## config.mk

```make
export PLATFORM = sky130hd
export DESIGN_NAME = flagstack_reg
export DESIGN_NICKNAME = d
export VERILOG_FILES = /design/src/rtl/flagreg_pkg.sv /design/src/rtl/flag_lifo.sv /design/src/rtl/flagstack_reg.sv
export SDC_FILE = /design/constraint.sdc
export NUM_CORES = 1
export LEC_CHECK = 0
export ABC_AREA = 0
export CAP_MARGIN = 25
export CORE_UTILIZATION = 40
export DETAILED_ROUTE_END_ITERATION = 10
export GPL_TIMING_DRIVEN = 0
export MAX_ROUTING_LAYER = met4
export PLACE_DENSITY = 0.72
export SYNTH_ARGS = -nofsm -noshare
export SYNTH_HDL_FRONTEND = slang
export SYNTH_SLANG_ARGS = --single-unit
```

## constraint.sdc

```tcl
create_clock -name clk -period 1.4 [get_ports clk]
set_input_delay 0.35 -clock clk [delete_from_list [all_inputs] [get_ports clk]]
set_output_delay 0.35 -clock clk [all_outputs]
set_load 0.02 [all_outputs]
```

## src/rtl/flagreg_pkg.sv

```systemverilog
// Shared constants and op encoding for the flag register with interrupt save stack.
package flagreg_pkg;

   localparam int FLAG_C     = 0;
   localparam int FLAG_Z     = 1;
   localparam int NFLAGS_DEF = 2;

   typedef enum logic [1:0] {
      OP_NONE  = 2'd0,
      OP_WRITE = 2'd1,
      OP_PUSH  = 2'd2,
      OP_POP   = 2'd3
   } flag_op_e;

endpackage

```

## src/rtl/flag_lifo.sv

```systemverilog
// LIFO of saved flag words with registered depth counter and full/empty decode.
// Push/pop arrive already qualified; the counter never wraps.
module flag_lifo
   import flagreg_pkg::*;
#(
   parameter int NFLAGS = NFLAGS_DEF,
   parameter int DEPTH  = 4
) (
   input  logic                       clk,
   input  logic                       rst,
   input  logic                       push,
   input  logic                       pop,
   input  logic [NFLAGS-1:0]          din,
   output logic [NFLAGS-1:0]          top,
   output logic [$clog2(DEPTH+1)-1:0] depth,
   output logic                       full,
   output logic                       empty
);

   localparam int DW = $clog2(DEPTH + 1);
   localparam int AW = (DEPTH > 1) ? $clog2(DEPTH) : 1;

   logic [NFLAGS-1:0] mem_r [DEPTH];
   logic [DW-1:0]     depth_r;
   logic              full_r;
   logic              empty_r;
   logic [DW-1:0]     depth_inc_s;
   logic [DW-1:0]     depth_dec_s;
   logic [AW-1:0]     wr_idx_s;
   logic [AW-1:0]     rd_idx_s;

   // Neighbouring counter values and the write/read slots they address.
   always_comb begin
      depth_inc_s = depth_r + DW'(1);
      depth_dec_s = depth_r - DW'(1);
      wr_idx_s    = depth_r[AW-1:0];
      rd_idx_s    = depth_dec_s[AW-1:0];
   end

   // Depth counter with full/empty flags registered alongside it.
   always_ff @(posedge clk) begin
      if (rst) begin
         depth_r <= '0;
         full_r  <= 1'b0;
         empty_r <= 1'b1;
      end else if (push) begin
         depth_r <= depth_inc_s;
         full_r  <= (depth_inc_s == DW'(DEPTH));
         empty_r <= 1'b0;
      end else if (pop) begin
         depth_r <= depth_dec_s;
         full_r  <= 1'b0;
         empty_r <= (depth_dec_s == DW'(0));
      end else begin
         depth_r <= depth_r;
         full_r  <= full_r;
         empty_r <= empty_r;
      end
   end

   // Saved words need no reset; a discarded slot is never read before it is rewritten.
   always_ff @(posedge clk) begin
      if (push) begin
         mem_r[wr_idx_s] <= din;
      end
   end

   assign top   = mem_r[rd_idx_s];
   assign depth = depth_r;
   assign full  = full_r;
   assign empty = empty_r;

endmodule

```

## src/rtl/flagstack_reg.sv

```systemverilog
// Live condition flags with masked write and a save/restore stack for nested interrupts.
// Optional sticky overflow/underflow outputs when FLAGSTACK_ERR_EN is defined.
module flagstack_reg
   import flagreg_pkg::*;
#(
   parameter int NFLAGS      = NFLAGS_DEF,
   parameter int DEPTH       = 4,
   parameter bit CLR_ON_PUSH = 1'b0
) (
   input  logic                       clk,
   input  logic                       rst,
   input  logic                       cen,
   input  logic                       we,
   input  logic [NFLAGS-1:0]          wmask_i,
   input  logic [NFLAGS-1:0]          flags_i,
   input  logic                       push_i,
   input  logic                       pop_i,
   output logic [NFLAGS-1:0]          flags_o,
   output logic [$clog2(DEPTH+1)-1:0] depth_o,
   output logic                       full_o,
   output logic                       empty_o
`ifdef FLAGSTACK_ERR_EN
   ,
   output logic                       ovf_o,
   output logic                       udf_o
`endif
);

   function automatic logic [NFLAGS-1:0] masked_write(
      input logic [NFLAGS-1:0] old_v,
      input logic [NFLAGS-1:0] new_v,
      input logic [NFLAGS-1:0] mask_v
   );
      return (old_v & ~mask_v) | (new_v & mask_v);
   endfunction

   flag_op_e          op_s;
   logic              push_acc_s;
   logic              pop_acc_s;
   logic              full_s;
   logic              empty_s;
   logic [NFLAGS-1:0] top_s;
   logic [NFLAGS-1:0] push_base_s;
   logic [NFLAGS-1:0] flags_nxt_s;
   logic [NFLAGS-1:0] flags_r;

   // Op priority: accepted push, accepted pop, then plain write.
   always_comb begin
      op_s = OP_NONE;
      if (!cen) begin
         op_s = OP_NONE;
      end else if (push_i && !pop_i && !full_s) begin
         op_s = OP_PUSH;
      end else if (pop_i && !push_i && !empty_s) begin
         op_s = OP_POP;
      end else if (we) begin
         op_s = OP_WRITE;
      end else begin
         op_s = OP_NONE;
      end
   end

   assign push_acc_s = (op_s == OP_PUSH);
   assign pop_acc_s  = (op_s == OP_POP);

   // Next live flags; a restore discards any same-cycle write.
   always_comb begin
      push_base_s = CLR_ON_PUSH ? '0 : flags_r;
      flags_nxt_s = flags_r;
      case (op_s)
         OP_PUSH: begin
            if (we) begin
               flags_nxt_s = masked_write(push_base_s, flags_i, wmask_i);
            end else begin
               flags_nxt_s = push_base_s;
            end
         end
         OP_POP:   flags_nxt_s = top_s;
         OP_WRITE: flags_nxt_s = masked_write(flags_r, flags_i, wmask_i);
         OP_NONE:  flags_nxt_s = flags_r;
         default:  flags_nxt_s = flags_r;
      endcase
   end

   // Live flag register.
   always_ff @(posedge clk) begin
      if (rst) begin
         flags_r <= '0;
      end else begin
         flags_r <= flags_nxt_s;
      end
   end

   flag_lifo #(
      .NFLAGS (NFLAGS),
      .DEPTH  (DEPTH)
   ) u_lifo (
      .clk   (clk),
      .rst   (rst),
      .push  (push_acc_s),
      .pop   (pop_acc_s),
      .din   (flags_r),
      .top   (top_s),
      .depth (depth_o),
      .full  (full_s),
      .empty (empty_s)
   );

   assign flags_o = flags_r;
   assign full_o  = full_s;
   assign empty_o = empty_s;

`ifdef FLAGSTACK_ERR_EN
   logic ovf_r;
   logic udf_r;

   // Sticky misuse flags, cleared only by reset.
   always_ff @(posedge clk) begin
      if (rst) begin
         ovf_r <= 1'b0;
         udf_r <= 1'b0;
      end else begin
         if (cen && push_i && !pop_i && full_s) begin
            ovf_r <= 1'b1;
         end
         if (cen && pop_i && !push_i && empty_s) begin
            udf_r <= 1'b1;
         end
      end
   end

   assign ovf_o = ovf_r;
   assign udf_o = udf_r;
`endif

endmodule

```

==> summary.txt <==
Die H = 44.82 um
CP Launch Type = register
yosys warns = 0
first-pass GRT wire length = 2359 um
worst skew pair latency = 0.29 ns
DRT Wirelength = 1442 um
flops & latches, synth = 15
synthesized cell area = 733.2 sq um
Net Count, Synth = 73
Layout Nets = 97
drt via density = 5.113
Synth area leaders = edfxtp_1, dfxtp_1, ha_1, mux4_2, nor2_1
Residual DRC = 0
H-tree depth = 1
crit path max fanout = 6
Critical Path Sink Type = output port
slowest cell on the critical path = dfxtp_1
worst reg2reg path depth = 5
die width = 44.82 um
CP Class = register to output port
worst-case clock buffer depth = 2
Clock Skew = 0.006525 ns
largest net degree at the start of global routing = 10
Post-Synthesis Cells = 58
number of CTS-inserted buffers = 3
CP cell instances = clkdlybuf4s15_2
final core utilization = 0.5833
min-delay worst type = register to register
slowest stage delay, CP = 0.43 ns
Max Cap Viol = 0
CTS tree = yes
Pwr Density = 859.4 nW/um^2
die area = 2008 sq um
post-synth top area cell = edfxtp_1
CP top delay family = flip-flops
Synth top area share = 0.3276
vias in the first global route = 498
TritonRoute pass-1 iters = 3
final hold vios = 0
Initial DRC Count = 3
antenna cells = 0
setup TNS = 0 ns
RSZ-0062 raised after global routing = no
Routed WL per cell = 13.60 um
Worst EP required = 1.05 ns
Post-DRT Antenna Nets = 0
Pins Over Slew Limit = 0
routability cong. = 0.7891
slew at the pin with the worst max-slew slack = 0.3004 ns
WHS Endpoint = u_lifo.mem_r[3][0]
sequential share of the synthesized area = 0.5188
worst relative slew slack = 0.7991
grt total ovfl = 0
Root Driver = clkbuf_4
worst path arrival time = 1.01 ns
FF-to-FF Start = u_lifo.depth[1]
Final Setup Violations = 0
Worst Hold Depth = 0
IO Count = 17
Row Count = 15
initial core utilization = 0.4246
post-DP HPWL = 1100 um
number of fill cells = 164
R2R setup slack = 0.07 ns
clock transition at the registers of the reported paths = 0.10 ns
Fmax = 0.7356 GHz
static leakage = 0.4060 nW
Core ar. = 1727 sq um
CP Buf/Inv Count = 1
initial antenna violation count = 0
crit share post-route = 0.9710
synthesis-to-layout area growth = 37.37%
GRT Total Usage = 0.1783
status = completed
Via Count = 542
Synth Area per Inst = 12.64 sq um
IO buf count = 16
Sink Count = 15
worst vdd ir = 483.0 uV
final worst path period need = 1.359 ns
Netlist cell types = 27
share of cells above drive strength 1 = 0.3086
==> report_power, final <==
part / switching, mW / internal, mW
Clock: 0.149 / 0.106
Sequential: 0.0105 / 0.471
Combinational: 0.0553 / 0.0738
==> cells in the final DEF (no fill, tap or decap), drive strengths merged, types with 2 or more instances in the layout <==
cell	n
edfxtp	8
mux2i	2
nor2	6
nand2	2
and2	3
dfxtp	7
clkdlybuf4s50	7
nand3	2
and4bb	2
ha	5
xnor2	2
a21oi	2
a211oi	2
clkdlybuf4s15	4
mux4	2
buf	4
dlygate4sd2	3
inv	3
clkbuf	4
==> cell usage after synthesis, drive strengths merged <==
library cell  instances
buf                   1
mux2i                 2
inv                   3
nand4bb               1
mux4                  2
ha                    5
and2                  3
and4bb                2
a21oi                 2
a21boi                1
nand2                 2
dfxtp                 7
xnor2                 2
a211oi                2
xor2                  1
edfxtp                8
nor2                  6
nor3b                 1
a32oi                 1
nor2b                 1
nor3                  1
a311o                 1
nand3                 2
a211o                 1
==> worst max path at each step <==
stage	start	end	slack, ns	depth (start not counted)
3_5_place_dp	cen	u_lifo.empty	-0.33	5
6_report	register	flags_o[1]	0.04	1
5_1_grt	register	flags_o[1]	0.009	1
3_3_place_gp	cen	u_lifo.empty	-0.30	5
4_1_cts	pop_i	u_lifo.depth[2]	0.0003	7
2_1_floorplan	u_lifo.depth[0]	register	0.05	5
==> cells by family after synthesis <==
family | count (synthesis) | share of synthesized area
buffers and inverters | 4 | 0.03071
and+or+nand+nor | 19 | 0.1587
adders and majority gates | 5 | 0.08532
DFF | 15 | 0.5188
muxes | 4 | 0.08873
AOI/OAI and AO/OA | 8 | 0.08191
xor gates and xnor gates | 3 | 0.03584
==> per-layer routing <==
layer  vias to the layer above  global-route usage  part of all wire
met5                         -                   -                 0
met4                         0             0.07273             0.015
met3                         5             0.03600             0.032
met2                        11              0.2794              0.52
met1                       264              0.2262              0.43
li1                        262                   -                 -
==> through the flow <==
step | total power, mW | area [sq um] | std cells | hold WS (ns) | setup WS [ns]
global route | 0.8995 | 1007 | 106 | 0.5365 | 0.008566
floorplan | 0.5576 | 750.7 | 58 | 0.4117 | 0.05205
finish | 0.8656 | 1007 | 106 | 0.5054 | 0.04062
CTS | 0.8673 | 982.2 | 105 | 0.5246 | 0.0002898
detailed placement | 0.6186 | 942.2 | 99 | 0.5027 | -0.3348
global placement | 0.6138 | 942.2 | 99 | 0.5016 | -0.2996
==> what timing repair did <==
item | CTS | global route
pin swaps | 0 | 1
setup endpoints to repair | 17 | 12
hold buffers | 0 | 0
resized for setup | 14 | 10
setup buffers | 2 | 1
==> final cells by class <==
type,count,area [sq um],share of cell area
timing repair buffer,19,178.9,0.1776
clock inverter,1,5.005,0.004969
inverter,3,11.26,0.01118
multi-input combinational,39,357.8,0.3553
buffer,1,11.26,0.01118
clock buffer,3,22.52,0.02236
sequential,15,389.1,0.3863
tap,25,31.28,0.03106
(Power assumes the default switching activity.)
==> patch, RTL diff (same flow settings) <==
Set the parameter `CLR_ON_PUSH` to 1'b1 (it was 1'b0).
--- a/src/rtl/flagstack_reg.sv
+++ b/src/rtl/flagstack_reg.sv
@@ -7,3 +7,3 @@
    parameter int DEPTH       = 4,
-   parameter bit CLR_ON_PUSH = 1'b0
+   parameter bit CLR_ON_PUSH = 1'b1
 ) (
Behaviour: not the same (Yosys sat finds a counterexample within 4 cycles, from zero or initial values and one cycle with rst high).
==> patch against the unedited design <==
- the run now ends with negative setup slack left
- setup slack got worse by 0.17 ns
- synthesized area rose by 18%
- register-to-register slack got worse by 0.20 ns
- highest routed layer unchanged
- critical path type is now reg2reg
- cell area rose by 36%
- via count rose by 44%
- critical path depth rose by 5
- wire length rose by 75%
- sequential cell count did not move
- count of clock-buffer cells in the layout did not move
Power is not compared: it rests on default switching activity, and its combinational part moved more than twofold at a synthesized area within 25%.
==> patch: results (changes against the unedited design) <==
* Run status: complete, but fails checks
* Violated checks: negative setup slack
* Start point of the worst hold path: rst
* Vias after detailed routing at 779 (+44%)
* Routed via count divided by cell count at 5.49 (+7.3%)
* Terminus of the critical flop-to-flop path: flags_o[0]$_SDFFE_PP0P_
* Flip-flop count of the largest register, all copies and words added at 8
* Final number of setup-violating endpoints at 4 (+4)
* Number of filler cells placed in the layout at 156 (-4.9%)
* Post-Place Worst Slack at -0.716 ns (-0.381 ns)
* Synth async-reset ratio at 0% (unchanged)
* Arrival time at the worst endpoint at 1.70 ns (+0.69 ns)
* Detailed Route Iter0 Violations at 23 (+20)
* Worst Skew at 0.00975 ns (+0.00323 ns)
* Number of warnings issued by yosys at 0 (unchanged)
* Part of the power in registers at a little under half
* Classification of the worst-slack hold path: in2reg
* # nets final at 133 (+37%)
* Startpoint of the lowest-slack register-to-register path: u_lifo.depth[0]$_SDFFE_PP0P_
* Global Route Usage Sum at 21.7% (+3.8 points)
* TritonCTS Buffers at 3 (unchanged)
* Met1 usage at 23.4% (+0.73 points)
* Area after detailed placement at 0.00108 mm^2 (+15%)
* Proportion of synthesized chip area in sequential cells at 43.8% (-8.1 points)
* Wire length of the first global-routing pass at 3650 um (+55%)
* Cell variety after synth at 36 (+33%)
* Largest incremental delay on the critical path at 0.39 ns (-0.04 ns)
* Number of diodes added for antenna fixing at 0 (unchanged)
* Root Buffer: sky130_fd_sc_hd__clkbuf_4
* Slowest stage cell on the critical path: sky130_fd_sc_hd__dfxtp_4
* Least setup slack across all paths after layout at -0.125 ns (-0.166 ns)
* Clock Latency Late Sink at 0.29 ns (about the same)
* H-tree depth at 1 (unchanged)
* Internal power of the cells at about 730 uW
* Vias in the first global route at 773 (+55%)
* Hold Path End: u_lifo.depth[0]$_SDFFE_PP0P_
* Power in the clock group at 263 uW
* Clock-pin slew of the registers on the worst-case setup and hold paths at 0.10 ns (about the same)
* Post-DP HPWL at 1530 um (+39%)
* Cells on worst reg2reg path at 6 (+1)
* Number of cells after detailed placement at 118 (+19%)
* Buffers on Ports at 15 (-1)
* Max-cap check violation count at 0 (unchanged)
* Register with the most flip-flops: u_lifo.mem_r
* Maximum number of pins on one net before global-route repair at 11 (+1)
* Iteration count of the initial detailed-routing pass at 4 (+1)
* Worst ir drop on vdd at 0.474 mV
* Fraction of final layout cells with drive strength greater than 1 at 53.9% (+23 points)
* Max-slew headroom at the worst pin at 62.9% (-17 points)
* GR met2 Demand/Resource at 39.9% (+12 points)
* Final GP Congestion at 0.793 (+0.54%)
* Avg WL per Cell at 17.8 um (+31%)
* Met3 global-route usage at 4.72% (+1.1 points)
* Worst Hold Depth at 2 (+2)
* Synth cell count leaders: sky130_fd_sc_hd__edfxtp_1 (8), sky130_fd_sc_hd__dfxtp_1 (7), sky130_fd_sc_hd__ha_1 (7)
* Synthesized Nets at 93 (+27%)
* Top post-synthesis cells by area: sky130_fd_sc_hd__edfxtp_1 (28%), sky130_fd_sc_hd__dfxtp_1 (16%), sky130_fd_sc_hd__ha_1 (10%)
* Worst-path maximum fanout at 3 (-3)
* Average footprint of a synthesized cell at 11.4 um^2 (-9.6%)
patch: cell count changes in the layout (fill, tap and decap cells not counted), sizes merged, moves of 3 or more:
cell   before  now
buf         4   24
and3        0    4
o21ai       0    5
nor2        6    3
and2        3    0
patch: per-layer routing:
| layer | up-vias | routed length (um) | part of all wire, % |
|---|---|---|---|
| li1 | 373 | - | - |
| met3 | 4 | 53 | 2.1 |
| met2 | 18 | 1370 | 54 |
| met4 | 0 | 30 | 1.2 |
| met5 | - | 0 | 0 |
| met1 | 384 | 1070 | 42 |
patch: cells by family (layout without fill, tap and decap cells):
family,count (synthesis),count (layout),share of synthesized area [%]
AND/OR/NAND/NOR,22,22,16.7
AO/OA/AOI/OAI,20,20,18.2
flip-flops,15,15,43.8
adder cells (fa/ha/maj),7,7,10.1
buffers and inverters,7,46,3.03
XOR/XNOR,3,3,3.03
multiplexers,2,2,5.19
patch: per-stage QoR:
step                      utilization, %  TNS (ns)  power [uW]  hold slack [ns]
after floorplan                        -    -0.163         600            0.517
after global placement              53.9     -8.07         669            0.489
after detailed placement            53.9     -8.97         678            0.497
after CTS                           65.9    -0.240        1010            0.451
after global routing                68.5    -0.429        1070            0.478
final                               68.5    -0.172        1030            0.489
patch: layout make-up:
type | count | area [um^2] | area share, %
clock buffer | 3 | 22.5 | 1.64
clock inverter | 1 | 7.51 | 0.547
inverter | 5 | 23.8 | 1.73
buffer | 2 | 18.8 | 1.37
sequential | 15 | 395 | 28.8
timing repair buffer | 35 | 297 | 21.6
multi-input combinational | 54 | 573 | 41.8
tap | 27 | 33.8 | 2.46
patch: how the worst max path moves through the flow:
| stage | start | endpoint | slack, ns | cells past startpoint |
|---|---|---|---|---|
| final | u_lifo.depth[0]$_SDFFE_PP0P_ | flags_o[0]$_SDFFE_PP0P_ | -0.13 | 6 |
| after global routing | u_lifo.depth[0]$_SDFFE_PP0P_ | flags_o[0]$_SDFFE_PP0P_ | -0.16 | 6 |
| after CTS | u_lifo.depth[0]$_SDFFE_PP0P_ | flags_o[0]$_SDFFE_PP0P_ | -0.14 | 6 |
| after detailed placement | push_i | u_lifo.mem_r[2][0]$_DFFE_PP_ | -0.72 | 4 |
| after floorplan | u_lifo.depth[0]$_SDFFE_PP0P_ | flags_o[0]$_SDFFE_PP0P_ | -0.16 | 6 |
| after global placement | push_i | u_lifo.mem_r[2][0]$_DFFE_PP_ | -0.66 | 4 |
patch: timing repair:
action	4_1_cts	5_1_grt
hold buffers	0	0
pin swaps	10	12
endpoints found under the setup margin	22	17
gates resized for setup	44	10
setup buffers	14	6
